## src/rtl/snake_pkg.sv

```systemverilog
// Shared definitions for the snake controller: button codes, button bit
// positions and the emitter state encoding.
package snake_pkg;

    localparam int NUM_BTN = 5;

    localparam logic [2:0] BTN_NONE  = 3'd0;
    localparam logic [2:0] BTN_UP    = 3'd1;
    localparam logic [2:0] BTN_DOWN  = 3'd2;
    localparam logic [2:0] BTN_LEFT  = 3'd3;
    localparam logic [2:0] BTN_RIGHT = 3'd4;
    localparam logic [2:0] BTN_PAUSE = 3'd5;

    localparam int BIT_UP    = 0;
    localparam int BIT_DOWN  = 1;
    localparam int BIT_LEFT  = 2;
    localparam int BIT_RIGHT = 3;
    localparam int BIT_PAUSE = 4;

    typedef enum logic [1:0] {
        ST_IDLE = 2'd0,
        ST_EMIT = 2'd1,
        ST_GAP  = 2'd2
    } estado_t;

    // Lowest set bit wins, giving up > down > left > right > pause.
    function automatic logic [2:0] idx_prioridad(input logic [NUM_BTN-1:0] m);
        logic [2:0] idx;
        idx = 3'd0;
        for (int i = NUM_BTN - 1; i >= 0; i--) begin
            if (m[i]) idx = 3'(i);
        end
        return idx;
    endfunction

endpackage

```

## src/rtl/captura_botones_antirrebote.sv

```systemverilog
// One-button front end: two-flop synchroniser followed by a debounce
// counter that accepts a new level after DEBOUNCE_CYCLES consecutive samples.
module antirrebote #(
    parameter int unsigned DEBOUNCE_CYCLES = 1_000_000,
    parameter int unsigned CNT_W           = 25
) (
    input  logic clk,
    input  logic rst,
    input  logic i_raw,
    output logic o_stable
);

    localparam logic [CNT_W-1:0] CNT_TC = CNT_W'(DEBOUNCE_CYCLES - 1);

    logic             r_s1;
    logic             r_s2;
    logic             r_stable;
    logic [CNT_W-1:0] r_cnt;

    always_ff @(posedge clk or negedge rst) begin
        if (!rst) begin
            r_s1     <= 1'b0;
            r_s2     <= 1'b0;
            r_stable <= 1'b0;
            r_cnt    <= '0;
        end else begin
            r_s1 <= i_raw;
            r_s2 <= r_s1;
            // Any sample agreeing with the accepted level restarts the count.
            if (r_s2 == r_stable) begin
                r_cnt <= '0;
            end else if (r_cnt == CNT_TC) begin
                r_stable <= r_s2;
                r_cnt    <= '0;
            end else begin
                r_cnt <= r_cnt + CNT_W'(1);
            end
        end
    end

    assign o_stable = r_stable;

endmodule

```

## src/rtl/captura_botones.sv

```systemverilog
// Button capture front end: debounce, pending-press queue and one-cycle LE
// strobe emitter. Define CAPTURA_AUTOREPEAT_EN to enable held-button repeat.
module captura_botones
    import snake_pkg::*;
#(
    parameter int unsigned DEBOUNCE_CYCLES = 1_000_000,
    parameter int unsigned REPEAT_CYCLES   = 25_000_000,
    parameter int unsigned CNT_W           = 25
) (
    input  logic               clk,
    input  logic               rst,
    input  logic [NUM_BTN-1:0] btn_raw,
    output logic [2:0]         boton_pres,
    output logic               LE,
    output logic [NUM_BTN-1:0] btn_estable
);

    logic [NUM_BTN-1:0] w_stable;
    logic [NUM_BTN-1:0] r_stable_d;
    logic [NUM_BTN-1:0] w_rise;
    logic [NUM_BTN-1:0] w_rpt_set;
    logic [NUM_BTN-1:0] r_pend;
    logic [NUM_BTN-1:0] w_clr;
    logic [2:0]         w_sel_idx;
    estado_t            r_state;
    estado_t            w_state_nx;
    logic               r_le;
    logic               w_le_nx;
    logic [2:0]         r_code;
    logic [2:0]         w_code_nx;

    for (genvar g = 0; g < NUM_BTN; g++) begin : g_deb
        antirrebote #(
            .DEBOUNCE_CYCLES (DEBOUNCE_CYCLES),
            .CNT_W           (CNT_W)
        ) u_antirrebote (
            .clk      (clk),
            .rst      (rst),
            .i_raw    (btn_raw[g]),
            .o_stable (w_stable[g])
        );
    end

    assign w_rise = w_stable & ~r_stable_d;

`ifdef CAPTURA_AUTOREPEAT_EN
    localparam logic [CNT_W-1:0] RPT_TC = CNT_W'(REPEAT_CYCLES - 1);

    // Pause is deliberately left out: only the four direction buttons repeat.
    logic [CNT_W-1:0] r_rpt_cnt [BIT_PAUSE];

    always_comb begin
        w_rpt_set = '0;
        for (int i = 0; i < BIT_PAUSE; i++) begin
            w_rpt_set[i] = w_stable[i] && !w_rise[i] && (r_rpt_cnt[i] == RPT_TC);
        end
    end

    always_ff @(posedge clk or negedge rst) begin
        if (!rst) begin
            for (int i = 0; i < BIT_PAUSE; i++) r_rpt_cnt[i] <= '0;
        end else begin
            for (int i = 0; i < BIT_PAUSE; i++) begin
                if (!w_stable[i] || w_rise[i] || w_rpt_set[i]) begin
                    r_rpt_cnt[i] <= '0;
                end else begin
                    r_rpt_cnt[i] <= r_rpt_cnt[i] + CNT_W'(1);
                end
            end
        end
    end
`else
    assign w_rpt_set = '0;
`endif

    assign w_sel_idx = idx_prioridad(r_pend);

    always_comb begin
        w_state_nx = r_state;
        w_clr      = '0;
        w_le_nx    = 1'b0;
        w_code_nx  = BTN_NONE;
        case (r_state)
            ST_IDLE: begin
                if (r_pend != '0) begin
                    w_state_nx = ST_EMIT;
                    w_clr      = NUM_BTN'(1) << w_sel_idx;
                    w_le_nx    = 1'b1;
                    w_code_nx  = w_sel_idx + 3'd1;
                end
            end
            ST_EMIT: w_state_nx = ST_GAP;
            ST_GAP:  w_state_nx = ST_IDLE;
            default: w_state_nx = ST_IDLE;
        endcase
    end

    // LE and the code are registered alongside the state so they track EMIT exactly.
    always_ff @(posedge clk or negedge rst) begin
        if (!rst) begin
            r_stable_d <= '0;
            r_pend     <= '0;
            r_state    <= ST_IDLE;
            r_le       <= 1'b0;
            r_code     <= BTN_NONE;
        end else begin
            r_stable_d <= w_stable;
            r_pend     <= (r_pend & ~w_clr) | w_rise | w_rpt_set;
            r_state    <= w_state_nx;
            r_le       <= w_le_nx;
            r_code     <= w_code_nx;
        end
    end

    assign LE          = r_le;
    assign boton_pres  = r_code;
    assign btn_estable = w_stable;

endmodule

```

## config.mk

```make
export PLATFORM = sky130hd
export DESIGN_NAME = captura_botones
export DESIGN_NICKNAME = d
export VERILOG_FILES = /design/src/rtl/snake_pkg.sv /design/src/rtl/captura_botones_antirrebote.sv /design/src/rtl/captura_botones.sv
export SDC_FILE = /design/constraint.sdc
export NUM_CORES = 1
export LEC_CHECK = 0
export CORE_MARGIN = 5
export CORE_UTILIZATION = 45
export CTS_BUF_LIST = sky130_fd_sc_hd__clkbuf_4
export CTS_CLUSTER_SIZE = 10
export DETAILED_ROUTE_END_ITERATION = 8
export GPL_TIMING_DRIVEN = 0
export HOLD_SLACK_MARGIN = 0.08
export MAX_ROUTING_LAYER = met4
export PLACE_DENSITY_LB_ADDON = 0.25
export SLEW_MARGIN = 20
export SYNTH_ARGS = -nofsm -noshare
export SYNTH_HDL_FRONTEND = slang
export SYNTH_SLANG_ARGS = --single-unit
```

## constraint.sdc

```tcl
create_clock -name clk -period 2.3 [get_ports clk]
set_input_delay 0.23 -clock clk [delete_from_list [all_inputs] [get_ports clk]]
set_output_delay 0.23 -clock clk [all_outputs]
set_load 0.01 [all_outputs]
```

==> results.md, run 1 <==
* EDFF count, synth at 0
* Most used flip-flop cell after synthesis: dfrtp_1
* Via count at a little under 6k
* Die X at 139 um
* 1st-iter DRT viols at just under 400
* M2 GR Usage at 0.265
* Grt met1 use at 0.217
* Core box area at ~0.016 mm^2
* Post-synthesis adder-cell area fraction at 0.0150
* Skew-Pair Late Insertion Delay at 570 ps
* Final period utilization at 0.941
* Status: finished, final reports clean
* Reg power frac at 0.600
* Clock transition at path regs at about 130 ps
* WP data required at between 2000 and 3000 ps
* Area leader, netlist: dfrtp_1
* Switching share of total power at 0.234
* CTS sink cnt at 156
* Worst rel slew slack at 0.576
* CTS tree: yes
* Critical path, cell by cell: ha_1 > nand3_1 > or4_4 > clkbuf_2 > or3_1 > a21oi_1
* Worst path bufs/invs at 1
* Fill cells at 1506
* Post-Syn Instances at ~770
* First-pass GRT wire length at around 27 mm
* RSZ-0062 raised after global routing: no
* Lkg Pwr at between 3 and 4 nW
* Register bit count reported by yosys at roughly 160
* Starting Density at 0.456
* Grt total ovfl at 0
* Die ar. at 0.0194 mm^2
* Crit path largest cell delay at 600 ps
* Drt first pass iters at 5
* Clock power share at 0.364
* Crit path launch type: flip-flop
* Mux cell area share after synthesis at 0.00750
* CP Capture Type: flip-flop
* TritonCTS Buffers at 17
* Area Overhead vs Synth at 11.7%
* DR WL/cell at around 14 um
* Pins Over Slew Limit at 0
* Io pins at 16
* Port bufs at 15
* Layout cells sized above 1 at 0.0890
* Flop2flop setup slack at about 140 ps
* Top area cells in the synthesized netlist: dfrtp_1 (52%), xnor2_1 (4.8%), nor2_1 (4.4%)
* Slew @ Worst Pin at around 640 ps
* Crit path max-delay family: simple AND/OR/NAND/NOR gates
* Switch Pwr at 1.09 mW
* Grt peak-use layer: met2
* Final setup vio count at 0
* GRT Total Usage at 0.170
* Synth Area in Compound Gates at 0.0895
* Final nets at about 800
* Total design power at around 4.7 mW
* Mapped Area at roughly 0.0075 mm^2
* Post-DRT Antenna Nets at 0
* GRT met3 Usage at 0.0348
* Arr. time, crit path at between 2000 and 3000 ps
* Post-DP Area at 0.00797 mm^2
* Async set or reset register ratio after synthesis at 1.00
* Hold WS at between 200 and 250 ps
* Clk buf depth at 2
* Multi-input gate area at between 0.003 and 0.004 mm^2
* Vias in the first global route at 5871
* Post-synthesis simple-gate area fraction at 0.247
* Largest family of logic cells by synthesized area: simple AND/OR/NAND/NOR gates
* H-tree depth at 4
* Syn nets at around 780
* Layout Skew at approximately 19 ps
* Final GP Congestion at about 0.85
* Unique masters post-synth at 38
* Kind of critical path: flip-flop to flip-flop
* Final Hold Fails at 0
* Tmin final at between 2000 and 2500 ps
* Pin count of the biggest net entering global routing at 84
* Number of max-cap violations at 0
* Die Span Y at ~140 um
* Maximum fanout along the worst path at 10
* Cell Rows at 47
* Clock root buffer: clkbuf_4
* Syn Area/Cell at 9.81 um^2
* Pwr/cell area at between 500 and 600 mW/mm^2
* Min-delay worst type: input pin to asynchronous set/reset pin
* FF/Latch Area at 0.00390 mm^2
* Max Freq at approximately 0.46 GHz
* DR DRC count at 0
* Yosys warnings at 0
* Register area share after synthesis at 0.520
* Post-synthesis xor/xnor area fraction at 0.0817
* Routed WL at between 15 and 20 mm
* Detailed Place HPWL at approximately 10 mm
* Yosys top cell area share at 0.520
* Slowest-stage cell, CP: or4_4
* Final instance area at around 0.0084 mm^2
* Gate power share at 0.036
* Maximum VDD drop at roughly 0.33 mV
* Antenna violations before repair at 1
* Int Pwr at between 3 and 4 mW
* Avg Vias per Cell at 5.62
==> flip-flops by register name (all words and copies together) (netlist names) <==
register                      flops
r_stable_d                        5
g_deb.u_antirrebote.o_stable      5
g_deb.u_antirrebote.r_s2          5
r_state                           2
r_pend                            5
g_deb.u_antirrebote.r_cnt       125
boton_pres                        3
LE                                1
g_deb.u_antirrebote.r_s1          5
==> stage by stage <==
step	setup TNS, ps	util	instances	worst slack, ps
finish	0	0.509	1041	136
global route	0	0.509	1041	31.4
CTS	0	0.506	1038	3.55
detailed placement	-5980	0.484	1001	-199
global placement	-808470	0.482	1000	-5180
floorplan	0	-	765	300
==> layout by cell type, fill, tap and decap left out, types with 20 or more instances in the layout <==
cell type / instances
nand4_1: 33
dfrtp_1: 156
o31ai_1: 30
a21oi_1: 50
nand3_1: 38
nor3_1: 23
nand2_1: 46
nor2_1: 88
or3_1: 20
o21ai_0: 26
or4_1: 37
xor2_1: 29
xnor2_1: 41
inv_1: 36
==> logic make-up (layout without fill, tap and decap cells) <==
logic type,after synthesis,after routing
multiplexers,5,5
AO/OA/AOI/OAI,114,114
XOR/XNOR,70,70
flip-flops,156,156
AND/OR/NAND/NOR,343,343
adder cells (fa/ha/maj),9,9
buffers and inverters,68,123
other,0,1
==> per-layer routing <==
| layer | vias up | wire (um) |
|---|---|---|
| met5 | - | 0 |
| met1 | 2880 | 6930 |
| met3 | 25 | 469 |
| li1 | 2843 | - |
| met4 | 0 | 316 |
| met2 | 105 | 7290 |
==> cell usage after synthesis, drive strengths merged (23+ instances only) <==
cell   count
o21ai     27
nor3      23
xnor2     41
nand2     46
inv       36
o31ai     33
nand3     39
a21oi     50
dfrtp    156
xor2      29
or4       38
nand4     34
nor2      88
==> repair_timing <==
item | in CTS | in global routing
gates resized for setup | 4 | 20
hold buffers | 6 | 0
pin swaps | 0 | 2
setup buffers | 0 | 2
endpoints found under the setup margin | 59 | 93
cloned | 0 | 0
hold endpoints to repair | 87 | 0
==> final cells by class <==
class / instances / area share
antenna: 1 / 0.000298
buffer: 32 / 0.0204
clock buffer: 18 / 0.0161
clock inverter: 13 / 0.0179
inverter: 36 / 0.0161
multi-input combinational: 541 / 0.400
sequential: 156 / 0.465
tap: 220 / 0.0328
timing repair buffer: 24 / 0.0307
==> power groups by stage <==
stage / Clock, mW / Sequential [mW] / Combinational (mW)
finish: 1.70 / 2.80 / 0.169
global route: 1.88 / 2.80 / 0.199
CTS: 1.77 / 2.80 / 0.172
detailed placement: 0 / 2.85 / 0.161
global placement: 0 / 2.85 / 0.149
floorplan: 0 / 2.85 / 0.0673
==> worst register-to-register path: stages (launching register included) <==
cell and delay (ps):
dfrtp_1 400, ha_1 220, nand3_1 180, or4_4 600, clkbuf_2 200, or3_1 370
a21oi_1 150
==> final timing paths <==
kind,cells after the start,end,from
hold reg to reg,0,g_deb[4].u_antirrebote.r_s2,g_deb[4].u_antirrebote.r_s1
setup reg to reg,6,g_deb[0].u_antirrebote.r_cnt[18],g_deb[0].u_antirrebote.r_cnt[0]
hold / removal,2,g_deb[1].u_antirrebote.r_cnt[21],rst
max in group asynchronous,3,g_deb[0].u_antirrebote.r_cnt[13],rst
min in group clk,0,g_deb[4].u_antirrebote.r_s2,g_deb[4].u_antirrebote.r_s1
setup / recovery,6,g_deb[0].u_antirrebote.r_cnt[18],g_deb[0].u_antirrebote.r_cnt[0]
No activity file was read; power rests on OpenSTA's default activity.
==> run 2, diff against run 1 <==
==> constraint.sdc (replaced) <==
create_clock -name clk -period 2.5 [get_ports clk]
set_input_delay 0.25 -clock clk [delete_from_list [all_inputs] [get_ports clk]]
set_output_delay 0.25 -clock clk [all_outputs]
set_load 0.01 [all_outputs]
==> results.md, run 2 (synthesis gave the netlist of run 1 again) <==
* Starting Density at 0.456 (unchanged)
* First-pass GRT wire length at 26.8 mm (about the same)
* Routed WL at 15.0 mm (about the same)
* Die ar. at 0.0194 mm^2 (unchanged)
* Int Pwr at 3.28 mW (was 3.57 mW)
* Core box area at 0.0165 mm^2 (unchanged)
* DR DRC count at 0 (unchanged)
* Clock power share at 0.365 (was 0.364)
* CTS sink cnt at 156 (unchanged)
* Crit path launch type: flip-flop (unchanged)
* Min-delay worst type: input pin to flip-flop (was input pin to asynchronous set/reset pin)
* Die X at 139 um (unchanged)
* Total design power at 4.29 mW (was 4.66 mW)
* Lkg Pwr at 3.27 nW (was 3.32 nW)
* Dpl ws at 1.33 ps (was -199 ps)
* Status: finished, final reports clean (unchanged)
* Biggest register: g_deb.u_antirrebote.r_cnt (unchanged)
* Post-DP Area at 0.00797 mm^2 (unchanged)
* Slew @ Worst Pin at 640 ps (was 637 ps)
* Final period utilization at 0.910 (was 0.941)
* Non-Filler Instances at 1038 (was 1041)
* CTS tree: yes (unchanged)
* Setup TNS at 0 ps (unchanged)
* Drt first pass iters at 5 (unchanged)
* Layout Skew at 18.3 ps (was 18.7 ps)
* Clock root buffer: clkbuf_4 (unchanged)
* Pins Over Slew Limit at 0 (unchanged)
* H-tree depth at 4 (unchanged)
* Via count at 5828 (was 5853)
* Pin count of the biggest net entering global routing at 84 (unchanged)
* Final Hold Fails at 0 (unchanged)
* Clock transition at path regs at 120 ps (was 130 ps)
* Final nets at 821 (was 824)
* Placed cells at 1001 (unchanged)
* Most common cell after layout, fill and taps aside: dfrtp_1 (unchanged)
* Reg power frac at 0.600 (about the same)
* Detailed Place HPWL at 10.4 mm (unchanged)
* Worst rel slew slack at 0.573 (was 0.576)
* Post-DRT Antenna Nets at 0 (unchanged)
* Grt total ovfl at 0 (unchanged)
* Gate power share at 0.035 (was 0.036)
* Fill cells at 1516 (was 1506)
* Area Overhead vs Synth at 10.9% (was 11.7%)
* Tmin final at 2270 ps (was 2160 ps)
* Max Freq at 0.440 GHz (was 0.462 GHz)
* Antenna violations before repair at 1 (unchanged)
* Skew-Pair Late Insertion Delay at 560 ps (was 570 ps)
* Most frequent cells in the layout: dfrtp_1 (156), nor2_1 (88), a21oi_1 (50) (unchanged)
* CP Capture Type: flip-flop (unchanged)
* Maximum VDD drop at 0.303 mV (was 0.330 mV)
* GRT Total Usage at 0.170 (about the same)
* Final GP Congestion at 0.849 (unchanged)
* Switch Pwr at 1.00 mW (was 1.09 mW)
* Avg Vias per Cell at 5.61 (was 5.62)
* Layout cells sized above 1 at 0.0747 (was 0.0890)
* Vias in the first global route at 5871 (unchanged)
* Final instance area at 0.00833 mm^2 (was 0.00839 mm^2)
* Final worst setup slack at 225 ps (was 136 ps)
* TritonCTS Buffers at 17 (unchanged)
* 1st-iter DRT viols at 429 (was 393)
* WP data required at 2920 ps (was 2800 ps)
* Clk buf depth at 2 (unchanged)
* Arr. time, crit path at 2700 ps (was 2670 ps)
* Number of max-cap violations at 0 (unchanged)
* Io pins at 16 (unchanged)
* Number of setup buffers added after CTS at 0 (unchanged)
* Kind of critical path: flip-flop to flip-flop (unchanged)
* Max FFs per register at 125 (unchanged)
* Cell Rows at 47 (unchanged)
* Port bufs at 15 (unchanged)
* Maximum fanout along the worst path at 10 (unchanged)
* Pwr/cell area at 515 mW/mm^2 (was 556 mW/mm^2)
* Die Span Y at 139 um (unchanged)
* Util after Layout at 0.506 (was 0.509)
* Hold WS at 134 ps (was 217 ps)
* DR WL/cell at 14.4 um (about the same)
* Switching share of total power at 0.234 (about the same)
* Final setup vio count at 0 (unchanged)
==> run 2: power groups by stage <==
| stage | Clock, mW | Sequential, mW | Combinational, mW |
|---|---|---|---|
| final | 1.56 | 2.57 | 0.150 |
| after global placement | 0 | 2.62 | 0.137 |
| after detailed placement | 0 | 2.62 | 0.148 |
| after CTS | 1.63 | 2.57 | 0.156 |
| after global routing | 1.73 | 2.58 | 0.178 |
| after floorplan | 0 | 2.62 | 0.0619 |
==> run 2: final timing paths <==
kind                                                       from                               end  slack (ps)  cells after the start
max in group asynchronous                                   rst   g_deb[0].u_antirrebote.r_cnt[7]        1500                      3
worst min register to register      g_deb[4].u_antirrebote.r_s1       g_deb[4].u_antirrebote.r_s2         360                      0
min in group asynchronous                                   rst  g_deb[1].u_antirrebote.r_cnt[21]         230                      2
worst min-delay path                                 btn_raw[2]       g_deb[2].u_antirrebote.r_s1         130                      1
worst max-delay path            g_deb[4].u_antirrebote.r_cnt[0]   g_deb[4].u_antirrebote.r_cnt[6]         230                      6
worst max register to register  g_deb[4].u_antirrebote.r_cnt[0]   g_deb[4].u_antirrebote.r_cnt[6]         230                      6
==> run 2: metal layers <==
layer / vias up / track usage / routed length (um)
li1: 2831 / - / -
met1: 2857 / 0.218 / 6790
met2: 120 / 0.265 / 7350
met3: 20 / 0.0348 / 538
met4: 0 / 0.0680 / 289
met5: - / - / 0
==> run 2: area by class of cell <==
class / count / area [um^2] / share of cell area
antenna: 1 / 2.50 / 0.000300
sequential: 156 / 3900 / 0.469
clock buffer: 18 / 135 / 0.0162
timing repair buffer: 21 / 233 / 0.0279
tap: 220 / 275 / 0.0330
clock inverter: 13 / 150 / 0.0180
buffer: 32 / 160 / 0.0192
multi-input combinational: 541 / 3340 / 0.400
inverter: 36 / 135 / 0.0162
==> run 2: worst max-delay path, cell delays in order, from the launching register on <==
cell and delay [ps]:
dfrtp_1 410, ha_1 240, and4_1 250, nand2_1 120, o31ai_2 600, clkbuf_1 420, nor2_1 100
==> run 2: timing repair <==
item / 4_1_cts / 5_1_grt
endpoints found under the hold margin: 86 / 0
setup endpoints to repair: 2 / 41
hold buffers: 5 / 0
gates resized for setup: 1 / 3
pin swaps: 0 / 0
==> run 3, diff against run 2 <==
--- a/config.mk
+++ b/config.mk
@@ -18,3 +18,4 @@
 export SYNTH_ARGS = -nofsm -noshare
 export SYNTH_HDL_FRONTEND = slang
 export SYNTH_SLANG_ARGS = --single-unit
+export TNS_END_PERCENT = 20
==> constraint.sdc (replaced) <==
create_clock -name clk -period 2.6 [get_ports clk]
set_input_delay 0.26 -clock clk [delete_from_list [all_inputs] [get_ports clk]]
set_output_delay 0.26 -clock clk [all_outputs]
set_load 0.01 [all_outputs]
==> results.md, run 3 (synthesis gave the netlist of run 1 again) <==
* Status: finished, final reports clean (unchanged)
* FF-to-FF Start: g_deb[1].u_antirrebote.r_cnt[0] (was g_deb[4].u_antirrebote.r_cnt[0])
* Min-delay src: btn_raw[3] (was btn_raw[2])
* Most common cell after layout, fill and taps aside: dfrtp_1 (unchanged)
* Pins Over Slew Limit at 0 (unchanged)
* Number of max-cap violations at 0 (unchanged)
* Routed WL at 15.0 mm (about the same)
* Crit path largest cell delay at 460 ps (was 600 ps)
* Worst rel slew slack at 0.574 (was 0.573)
* Die ar. at 0.0194 mm^2 (unchanged)
* DR WL/cell at 14.4 um (about the same)
* Crit path launch type: flip-flop (unchanged)
* Biggest register: g_deb.u_antirrebote.r_cnt (unchanged)
* CTS sink cnt at 156 (unchanged)
* TritonCTS Buffers at 17 (unchanged)
* Drt first pass iters at 5 (unchanged)
* Clock transition at path regs at 120 ps (about the same)
* Die Span Y at 139 um (unchanged)
* Routed wire length on met2 at 7.39 mm (was 7.35 mm)
* DR DRC count at 0 (unchanged)
* Clk buf depth at 2 (unchanged)
* Avg Vias per Cell at 5.62 (was 5.61)
* WHS Endpoint: g_deb[3].u_antirrebote.r_s1 (was g_deb[2].u_antirrebote.r_s1)
* Max layer used: met4 (unchanged)
* Max Freq at 0.435 GHz (was 0.440 GHz)
* Via count at 5831 (was 5828)
* Pwr/cell area at 496 mW/mm^2 (was 515 mW/mm^2)
* Hold-critical path depth at 1 (unchanged)
* Final setup vio count at 0 (unchanged)
* Layout cells sized above 1 at 0.0748 (was 0.0747)
* CTS tree: yes (unchanged)
* Number of setup buffers added after CTS at 0 (unchanged)
* Dpl ws at 101 ps (was 1.33 ps)
* R2R depth at 6 (unchanged)
* Critical path, cell by cell: ha_1 > nand4_1 > or2_2 > o31ai_2 > buf_2 > nor2_1 (was ha_1 > and4_1 > nand2_1 > o31ai_2 > clkbuf_1 > nor2_1)
* Slowest-stage cell, CP: o31ai_2 (unchanged)
* Grt total ovfl at 0 (unchanged)
* Worst path bufs/invs at 1 (unchanged)
* Max FFs per register at 125 (unchanged)
* WP data required at 3040 ps (was 2920 ps)
* Layout Skew at 18.3 ps (about the same)
* Metal3 WL at 514 um (was 538 um)
* Maximum fanout along the worst path at 10 (unchanged)
* Starting Density at 0.456 (unchanged)
* Crit path max-delay family: simple AND/OR/NAND/NOR gates (was compound AO/OA/AOI/OAI gates)
* Pin count of the biggest net entering global routing at 84 (unchanged)
* Clock root buffer: clkbuf_4 (unchanged)
* R2R Path End: g_deb[1].u_antirrebote.r_cnt[11] (was g_deb[4].u_antirrebote.r_cnt[6])
* RSZ-0062 raised after global routing: no
* Final period utilization at 0.884 (was 0.910)
* First-pass GRT wire length at 26.7 mm (was 26.8 mm)
* Area Overhead vs Synth at 10.7% (was 10.9%)
* Tmin final at 2300 ps (was 2270 ps)
* Final Hold Fails at 0 (unchanged)
* DRT met1 WL at 6.79 mm (about the same)
* Lkg Pwr at 3.27 nW (about the same)
* Final nets at 820 (was 821)
* H-tree depth at 4 (unchanged)
* CP Capture Type: flip-flop (unchanged)
* Detailed Place HPWL at 10.4 mm (unchanged)
* Post-DP Area at 0.00797 mm^2 (unchanged)
* Port bufs at 15 (unchanged)
* Maximum VDD drop at 0.293 mV (was 0.303 mV)
* Slew @ Worst Pin at 639 ps (was 640 ps)
* Most frequent cells in the layout: dfrtp_1 (156), nor2_1 (88), a21oi_1 (50) (unchanged)
* Final GP Congestion at 0.849 (unchanged)
* Arr. time, crit path at 2740 ps (was 2700 ps)
* Final instance area at 0.00831 mm^2 (was 0.00833 mm^2)
* Final worst setup slack at 303 ps (was 225 ps)
* Setup TNS at 0 ps (unchanged)
* Cell Rows at 47 (unchanged)
* Fill cells at 1520 (was 1516)
* GRT Total Usage at 0.169 (was 0.170)
* Die X at 139 um (unchanged)
* Min-delay worst type: input pin to flip-flop (unchanged)
* Skew-Pair Late Insertion Delay at 560 ps (about the same)
* Flop2flop setup slack at 300 ps (was 230 ps)
* Antenna violations before repair at 1 (unchanged)
* Io pins at 16 (unchanged)
* 1st-iter DRT viols at 415 (was 429)
* Post-DRT Antenna Nets at 0 (unchanged)
* Vias in the first global route at 5850 (was 5871)
* Kind of critical path: flip-flop to flip-flop (unchanged)
* Core box area at 0.0165 mm^2 (unchanged)
* Total design power at 4.12 mW (was 4.29 mW)
## run 3: area by class of cell
type | instances | area (um^2) | share of cell area
inverters | 36 | 135 | 0.0163
plain buffers | 32 | 160 | 0.0193
repair buffers | 20 | 223 | 0.0268
clock buffers | 18 | 135 | 0.0163
diodes | 1 | 2.50 | 0.000301
clock inverters | 13 | 150 | 0.0181
flip-flops and latches | 156 | 3900 | 0.470
well taps | 220 | 275 | 0.0331
multi-input cells | 541 | 3330 | 0.400
## run 3: metrics by stage
stage | std cells | utilization | hold slack (ps)
detailed placement | 1001 | 0.484 | 303
finish | 1037 | 0.505 | 137
floorplan | 765 | - | -35.6
CTS | 1034 | 0.502 | 84.9
global route | 1037 | 0.505 | 88.3
global placement | 1000 | 0.482 | 335
## run 3: how the worst max path moves through the flow
stage                                           from  cells after the start  slack [ps]                                to
floorplan            g_deb[4].u_antirrebote.r_cnt[0]                      6         600  g_deb[4].u_antirrebote.r_cnt[24]
global placement                                 rst                      1       -4910   g_deb[0].u_antirrebote.r_cnt[0]
detailed placement   g_deb[4].u_antirrebote.r_cnt[0]                      6         100   g_deb[4].u_antirrebote.r_cnt[7]
CTS                  g_deb[4].u_antirrebote.r_cnt[0]                      6          80   g_deb[4].u_antirrebote.r_cnt[6]
global route        g_deb[0].u_antirrebote.r_cnt[20]                      5         100   g_deb[0].u_antirrebote.r_cnt[5]
finish               g_deb[1].u_antirrebote.r_cnt[0]                      6         300  g_deb[1].u_antirrebote.r_cnt[11]
## run 3: what timing repair did
item                                    in CTS  in global routing
resized for setup                            0                  3
hold buffers                                 2                  2
endpoints found under the hold margin       83                  2
endpoints found under the setup margin       0                 45
## run 3: routing by layer
layer | global-route usage | vias to the layer above
met4 | 0.0680 | 0
met3 | 0.0348 | 24
li1 | - | 2822
met2 | 0.264 | 130
met1 | 0.217 | 2855
met5 | - | -
## run 3: power breakdown
part	switching [mW]	internal [mW]
sequential	0.0226	2.45
clock	0.840	0.662
combinational	0.100	0.0425
total	0.963	3.16
